--- src/rtl/ext_trig_pkg.sv ---
// Shared types and defaults for the external-trigger line controller.
package ext_trig_pkg;

    typedef enum logic [2:0] {
        IDLE,
        DRIVE,
        ECHO,
        RX,
        HOLDOFF
    } state_t;

    localparam int MODE_TX = 0;
    localparam int MODE_RX = 1;

    localparam int DEF_PW_WIDTH  = 8;
    localparam int DEF_HO_WIDTH  = 16;
    localparam int DEF_CNT_WIDTH = 32;
    localparam int DEF_ECHO_MAX  = 16;

endpackage

--- src/rtl/ext_trig_ctrl_sync_rise.sv ---
// Two-flop synchronizer with a registered rising-edge output.
// Edges are held off until the pipeline holds real input samples, so a level already high at reset release is not an edge.
module sync_rise (
    input  logic i_clk,
    input  logic i_rst,
    input  logic i_async,
    output logic o_level,
    output logic o_rise
);

    logic       r_meta;
    logic       r_sync;
    logic       r_prev;
    logic       r_rise;
    logic [2:0] r_arm;

    always_ff @(posedge i_clk or posedge i_rst) begin
        if (i_rst) begin
            r_meta <= 1'b0;
            r_sync <= 1'b0;
            r_prev <= 1'b0;
            r_rise <= 1'b0;
            r_arm  <= 3'b000;
        end else begin
            r_meta <= i_async;
            r_sync <= r_meta;
            r_prev <= r_sync;
            r_arm  <= {r_arm[1:0], 1'b1};
            r_rise <= r_sync & ~r_prev & r_arm[2];
        end
    end

    assign o_level = r_sync;
    assign o_rise  = r_rise;

endmodule

--- src/rtl/ext_trig_ctrl.sv ---
// Arbitrates local/remote triggers on the shared quabo trigger line.
//   IDLE    | waiting for an enabled rising edge
//   DRIVE   | line driven high for the latched pulse length
//   ECHO    | line released, waiting for it to fall (own echo masked)
//   RX      | remote trigger forwarded to the MAROC
//   HOLDOFF | dead time before the next trigger is accepted
module ext_trig_ctrl
    import ext_trig_pkg::*;
#(
    parameter int PW_WIDTH  = DEF_PW_WIDTH,
    parameter int HO_WIDTH  = DEF_HO_WIDTH,
    parameter int CNT_WIDTH = DEF_CNT_WIDTH,
    parameter int ECHO_MAX  = DEF_ECHO_MAX
) (
    input  logic                 i_clk,
    input  logic                 i_rst,
    input  logic [1:0]           i_cfg_mode,
    input  logic [PW_WIDTH-1:0]  i_cfg_pulse_len,
    input  logic [HO_WIDTH-1:0]  i_cfg_holdoff,
    input  logic                 i_cnt_clr,
    input  logic                 i_err_clr,
    input  logic                 i_pixel_trig_async,
    input  logic                 i_ext_trig_pad,
    output logic                 o_ext_drive,
    output logic                 o_ext_trig_out,
    output logic                 o_busy,
    output logic                 o_stuck_err,
    output logic [CNT_WIDTH-1:0] o_cnt_local,
    output logic [CNT_WIDTH-1:0] o_cnt_remote,
    output logic [CNT_WIDTH-1:0] o_cnt_dropped
);

    localparam int EW   = $clog2(ECHO_MAX + 1);
    localparam int TW_A = (PW_WIDTH > HO_WIDTH) ? PW_WIDTH : HO_WIDTH;
    localparam int TW   = (TW_A > EW) ? TW_A : EW;
    localparam logic [TW-1:0] ECHO_LOAD = TW'(ECHO_MAX - 1);

    logic w_loc_rise, w_rem_rise, w_pad_lvl, w_loc_lvl_unused;
    logic w_loc_en, w_rem_en;

    sync_rise u_sync_loc (
        .i_clk   (i_clk),
        .i_rst   (i_rst),
        .i_async (i_pixel_trig_async),
        .o_level (w_loc_lvl_unused),
        .o_rise  (w_loc_rise)
    );

    sync_rise u_sync_rem (
        .i_clk   (i_clk),
        .i_rst   (i_rst),
        .i_async (i_ext_trig_pad),
        .o_level (w_pad_lvl),
        .o_rise  (w_rem_rise)
    );

    state_t                r_state, w_state_nxt, w_exit_state;
    logic [TW-1:0]         r_tmr, w_tmr_nxt, w_pw_m1, w_ho_m1;
    logic [HO_WIDTH-1:0]   r_ho, w_ho_nxt;
    logic                  r_drive, r_trig_out, r_busy, r_stuck;
    logic                  w_inc_loc, w_inc_rem, w_stuck_set;
    logic [1:0]            w_drop;
    logic [CNT_WIDTH-1:0]  r_cnt_loc, r_cnt_rem, r_cnt_drop;

    assign w_loc_en     = w_loc_rise & i_cfg_mode[MODE_TX];
    assign w_rem_en     = w_rem_rise & i_cfg_mode[MODE_RX];
    assign w_pw_m1      = (i_cfg_pulse_len == '0) ? '0 : TW'(i_cfg_pulse_len) - TW'(1);
    assign w_ho_m1      = TW'(r_ho) - TW'(1);
    assign w_exit_state = (r_ho == '0) ? IDLE : HOLDOFF;

    always_comb begin
        w_state_nxt = r_state;
        w_tmr_nxt   = r_tmr;
        w_ho_nxt    = r_ho;
        w_inc_loc   = 1'b0;
        w_inc_rem   = 1'b0;
        w_stuck_set = 1'b0;
        w_drop      = 2'd0;
        case (r_state)
            IDLE: begin
                if (w_loc_en) begin
                    w_state_nxt = DRIVE;
                    w_tmr_nxt   = w_pw_m1;
                    w_ho_nxt    = i_cfg_holdoff;
                    w_inc_loc   = 1'b1;
                end else if (w_rem_en) begin
                    w_state_nxt = RX;
                    w_tmr_nxt   = w_pw_m1;
                    w_ho_nxt    = i_cfg_holdoff;
                    w_inc_rem   = 1'b1;
                end
            end
            DRIVE: begin
                w_drop = {1'b0, w_loc_en} + {1'b0, w_rem_en};
                if (r_tmr == '0) begin
                    w_state_nxt = ECHO;
                    w_tmr_nxt   = ECHO_LOAD;
                end else begin
                    w_tmr_nxt = r_tmr - TW'(1);
                end
            end
            ECHO: begin
                // Remote edges here are our own line activity.
                w_drop = {1'b0, w_loc_en};
                if (!w_pad_lvl || r_tmr == '0) begin
                    w_stuck_set = w_pad_lvl;
                    w_state_nxt = w_exit_state;
                    w_tmr_nxt   = w_ho_m1;
                end else begin
                    w_tmr_nxt = r_tmr - TW'(1);
                end
            end
            RX: begin
                w_drop = {1'b0, w_loc_en} + {1'b0, w_rem_en};
                if (r_tmr == '0) begin
                    w_state_nxt = w_exit_state;
                    w_tmr_nxt   = w_ho_m1;
                end else begin
                    w_tmr_nxt = r_tmr - TW'(1);
                end
            end
            HOLDOFF: begin
                w_drop = {1'b0, w_loc_en} + {1'b0, w_rem_en};
                if (r_tmr == '0) begin
                    w_state_nxt = IDLE;
                end else begin
                    w_tmr_nxt = r_tmr - TW'(1);
                end
            end
            default: w_state_nxt = IDLE;
        endcase
    end

    always_ff @(posedge i_clk or posedge i_rst) begin
        if (i_rst) begin
            r_state    <= IDLE;
            r_tmr      <= '0;
            r_ho       <= '0;
            r_drive    <= 1'b0;
            r_trig_out <= 1'b0;
            r_busy     <= 1'b0;
        end else begin
            r_state    <= w_state_nxt;
            r_tmr      <= w_tmr_nxt;
            r_ho       <= w_ho_nxt;
            r_drive    <= (w_state_nxt == DRIVE);
            r_trig_out <= (w_state_nxt == RX);
            r_busy     <= (w_state_nxt != IDLE);
        end
    end

    function automatic logic [CNT_WIDTH-1:0] sat_add(input logic [CNT_WIDTH-1:0] v,
                                                      input logic [1:0] inc);
        logic [CNT_WIDTH:0] s;
        s = {1'b0, v} + {{(CNT_WIDTH-1){1'b0}}, inc};
        return s[CNT_WIDTH] ? '1 : s[CNT_WIDTH-1:0];
    endfunction

    always_ff @(posedge i_clk or posedge i_rst) begin
        if (i_rst) begin
            r_cnt_loc  <= '0;
            r_cnt_rem  <= '0;
            r_cnt_drop <= '0;
            r_stuck    <= 1'b0;
        end else begin
            if (i_cnt_clr) begin
                r_cnt_loc  <= '0;
                r_cnt_rem  <= '0;
                r_cnt_drop <= '0;
            end else begin
                r_cnt_loc  <= sat_add(r_cnt_loc, {1'b0, w_inc_loc});
                r_cnt_rem  <= sat_add(r_cnt_rem, {1'b0, w_inc_rem});
                r_cnt_drop <= sat_add(r_cnt_drop, w_drop);
            end
            if (w_stuck_set)
                r_stuck <= 1'b1;
            else if (i_err_clr)
                r_stuck <= 1'b0;
        end
    end

    assign o_ext_drive    = r_drive;
    assign o_ext_trig_out = r_trig_out;
    assign o_busy         = r_busy;
    assign o_stuck_err    = r_stuck;
    assign o_cnt_local    = r_cnt_loc;
    assign o_cnt_remote   = r_cnt_rem;
    assign o_cnt_dropped  = r_cnt_drop;

endmodule

--- config.mk ---
export PLATFORM = sky130hd
export DESIGN_NAME = ext_trig_ctrl
export DESIGN_NICKNAME = d
export VERILOG_FILES = /design/src/rtl/ext_trig_pkg.sv /design/src/rtl/ext_trig_ctrl_sync_rise.sv /design/src/rtl/ext_trig_ctrl.sv
export SDC_FILE = /design/constraint.sdc
export NUM_CORES = 1
export LEC_CHECK = 0
export ABC_AREA = 1
export ABC_CLOCK_PERIOD_IN_PS = 10000
export BUFFER_PORTS_ARGS = -buffer_cell sky130_fd_sc_hd__buf_2
export CAP_MARGIN = 0
export CORE_UTILIZATION = 62
export CTS_BUF_LIST = sky130_fd_sc_hd__clkbuf_4
export CTS_CLUSTER_DIAMETER = 50
export DETAILED_ROUTE_END_ITERATION = 12
export PLACE_DENSITY_LB_ADDON = 0.1
export SLEW_MARGIN = 5
export SYNTH_ARGS = -nofsm -noshare
export SYNTH_HDL_FRONTEND = slang
export SYNTH_SLANG_ARGS = --single-unit
--- constraint.sdc ---
create_clock -name i_clk -period 10 [get_ports i_clk]
set_input_delay 1 -clock i_clk [delete_from_list [all_inputs] [get_ports i_clk]]
set_output_delay 1 -clock i_clk [all_outputs]
set_load 0.01 [all_outputs]
==> flow_metrics.env <==
export IMPL_status="completed"
export IMPL_grt_pass1_wl_um=37400
export IMPL_syn_nets=1383
export IMPL_met1_length_um=10400
export IMPL_fmax_ghz=0.282
export IMPL_relSlewSlack_pct=33.7
export IMPL_timing_critical_path_mode_cell="inv_1"
export IMPL_tns_ns=0
export IMPL_yosysWarnings=0
export IMPL_cts_buffers=17
export IMPL_cts_sinks=146
export IMPL_synthArstFlopShare_pct=100
export IMPL_slowest_stage="fa_1"
export IMPL_cts_tree="built"
export IMPL_powerDensity_mw_per_mm2=102
export IMPL_grt_setup_unrepaired="no"
export IMPL_fin_total_pwr_mw=1.04
export IMPL_worstSetupPathType="in -> reg"
export IMPL_postPlaceCellArea_mm2=0.00991
export IMPL_die_area_mm2=0.0152
export IMPL_worstPathRequired_ns=10.51
export IMPL_syn_instance_count=1339
export IMPL_die_h_um=123
export IMPL_path_cells="buf_2 > nand2_1 > inv_1 > ha_1 > o22ai_1 > ha_1 > inv_1 > fa_1 > inv_1 > nand2_1 > nor2_4 > nand2_4 > nor2_4 > nand3_2 > inv_2 > nand2_2 > inv_1 > o21ai_0 > inv_1"
export IMPL_avgSynthCellArea_um2=6.83
export IMPL_drcViolationCount=0
export IMPL_fin_util_pct=70.6
export IMPL_yosysSeqAreaShare_pct=39.9
export IMPL_track_usage_pct=31.8
export IMPL_critPathMaxStageDelay_ns=0.40
export IMPL_path_max_fanout=29
export IMPL_drv_cap=0
export IMPL_via_per_inst=5.30
export IMPL_antenna_left=0
export IMPL_antenna_found_initial=0
export IMPL_holdCritPathClass="reg -> reg"
export IMPL_fillCellCount=1294
export IMPL_ys_types=35
export IMPL_core_area_mm2=0.0145
export IMPL_fin_area_mm2=0.0102
export IMPL_cts_root_buf="clkbuf_4"
export IMPL_drt_total_wl_um=23500
export IMPL_worstSkewPairLatency_ns=0.58
export IMPL_grt_overflow_total=0
export IMPL_cts_setup_buffers=0
export IMPL_peakVddDrop_mv=0.0927
export IMPL_synth_ff_type="dfrtp_1"
export IMPL_row_count=44
export IMPL_hold_buffers=0
export IMPL_num_io_pins=132
export IMPL_post_route_period_util_pct=35.5
export IMPL_fin_skew_ns=0.0199
export IMPL_synth_edf_count=0
export IMPL_slew_viol_final=0
export IMPL_layout_nets=1510
export IMPL_finalHoldViolCount=0
export IMPL_clkSlewWorstSetupHoldPaths_ns=0.14
export IMPL_diodes=0
export IMPL_gp_congestion=0.959
export IMPL_drive_gt1_share_pct=14.0
export IMPL_finalSetupViolations=0
export IMPL_wire_per_inst_um=14.1
export IMPL_tightestPinTransition_ns=0.993
export IMPL_fin_crit_ns=3.55
export IMPL_clk_path_buf_depth=2
export IMPL_ys_ff_latch=146
export IMPL_io_buffers=131
export IMPL_critPathLaunchType="input pin"
export IMPL_die_x_um=123
export IMPL_grt_pass1_vias=7952
export IMPL_drtIter0Drc=700
export IMPL_cts_resized=0
export IMPL_met2WireLength_um=11300
export IMPL_p_leak_nw=5.40
export IMPL_worstPathArrival_ns=4.06
export IMPL_whs_ns=0.358
export IMPL_area_growth_pct=11.7
export IMPL_vias=8821
export IMPL_route_met3_wl_um=1390
export IMPL_crit_path_end_kind="register"
export IMPL_hpwl_um=17300
export IMPL_grt_max_degree=78
export IMPL_top_layer="met4"
export IMPL_start_util_pct=63.2
export IMPL_netlist_area_mm2=0.00915
export IMPL_h_tree_depth=4
export IMPL_first_pass_iters=7
==> final timing paths <==
kind	from	endpoint	slack, ns	cells after the start
setup / recovery	i_cfg_mode[1]	o_cnt_dropped[13]$_DFF_PP0_	6.45	19
hold / removal	u_sync_rem.r_arm[0]$_DFF_PP0_	u_sync_rem.r_arm[1]$_DFF_PP0_	0.36	0
setup reg to reg	u_sync_loc.o_rise$_DFF_PP0_	o_cnt_dropped[13]$_DFF_PP0_	6.60	17
hold reg to reg	u_sync_rem.r_arm[0]$_DFF_PP0_	u_sync_rem.r_arm[1]$_DFF_PP0_	0.36	0
max in group asynchronous	i_rst	r_ho[3]$_DFFE_PP0P_	8.10	3
min in group asynchronous	i_rst	o_cnt_local[29]$_DFF_PP0_	0.52	2
==> registers in the layout (all words and copies together), names as in the netlist, 2 cells and up <==
name and cells:
o_cnt_dropped 32, o_cnt_local 32, o_cnt_remote 32, r_ho 16
r_tmr 16, r_state 3, u_sync_rem.r_arm 2
==> kinds of logic after synthesis <==
family | count (synthesis) | share of synthesized area, %
adders and majority gates | 12 | 1.72
other | 1 | 0.0410
xor gates and xnor gates | 56 | 5.36
DFF | 146 | 39.9
AOI/OAI and AO/OA | 96 | 5.85
and+or+nand+nor | 805 | 37.5
buffers and inverters | 223 | 9.63
==> routing by layer <==
layer	global-route usage, %	up-vias
li1	-	4428
met1	42.0	4088
met2	52.7	264
met3	6.55	41
met4	9.04	0
met5	0	-
==> stage by stage <==
| stage | instances | worst slack [ns] |
|---|---|---|
| after floorplan | 1339 | 5.08 |
| after global placement | 1631 | 6.08 |
| after detailed placement | 1631 | 5.94 |
| after CTS | 1663 | 6.46 |
| after global routing | 1663 | 6.19 |
| final | 1663 | 6.45 |
==> cell usage after synthesis (all sizes together) (11+ instances only) <==
| library cell | number | area, µm² |
|---|---|---|
| ha | 11 | 138 |
| xor2 | 38 | 333 |
| nor3 | 41 | 205 |
| nand3 | 114 | 581 |
| xnor2 | 18 | 158 |
| nor2 | 193 | 767 |
| nand3b | 18 | 135 |
| dfrtp | 146 | 3650 |
| inv | 199 | 747 |
| o21ai | 38 | 190 |
| nand4 | 18 | 113 |
| buf | 15 | 100 |
| a21oi | 51 | 285 |
| nand2 | 416 | 1590 |
==> area by class of cell <==
| type | instances | area (µm²) | share of cell area [%] |
|---|---|---|---|
| clock buffer | 17 | 128 | 1.25 |
| inverter | 199 | 752 | 7.36 |
| multi-input combinational | 970 | 4610 | 45.1 |
| timing repair buffer | 132 | 663 | 6.49 |
| clock inverter | 15 | 181 | 1.77 |
| tap | 184 | 230 | 2.25 |
| sequential | 146 | 3650 | 35.7 |
==> worst max-delay path: cells and delay by family <==
kind | cells | cell delay, ns
AOI/OAI and AO/OA | 2 | 0.29
adders and majority gates | 3 | 0.89
buffers and inverters | 7 | 0.80
and+or+nand+nor | 7 | 1.07
==> power breakdown <==
group	total (mW)	internal (mW)	switching (mW)
sequential	0.594	0.593	0.00115
clock	0.412	0.175	0.236
combinational	0.0336	0.00763	0.0259
total	1.04	0.776	0.263
==> cells in the final DEF, fill, tap and decap left out, types with 2 or more instances in the layout <==
| cell | Yosys | routed |
|---|---|---|
| nand2_1 | 405 | 405 |
| inv_1 | 194 | 193 |
| nor2_1 | 182 | 182 |
| dfrtp_1 | 146 | 146 |
| buf_2 | 5 | 131 |
| nand3_1 | 112 | 112 |
| a21oi_1 | 43 | 43 |
| nor3_1 | 41 | 41 |
| xor2_1 | 38 | 38 |
| o21ai_0 | 34 | 34 |
| nand4_1 | 18 | 18 |
| nand3b_1 | 18 | 18 |
| xnor2_1 | 18 | 18 |
| clkbuf_4 | 0 | 17 |
| ha_1 | 11 | 11 |
| nand2_2 | 10 | 10 |
| nor2_2 | 8 | 8 |
| a21oi_2 | 8 | 8 |
| inv_2 | 5 | 5 |
| inv_6 | 0 | 4 |
| o21ai_1 | 4 | 4 |
| clkinv_4 | 0 | 4 |
| nor2_4 | 3 | 3 |
| or2_2 | 3 | 3 |
| bufinv_16 | 0 | 3 |
| clkinv_2 | 0 | 3 |
| a31oi_1 | 2 | 2 |
| nand3_2 | 2 | 2 |
| a31oi_2 | 2 | 2 |
| clkinvlp_4 | 0 | 2 |
(Power assumes the default switching activity.)
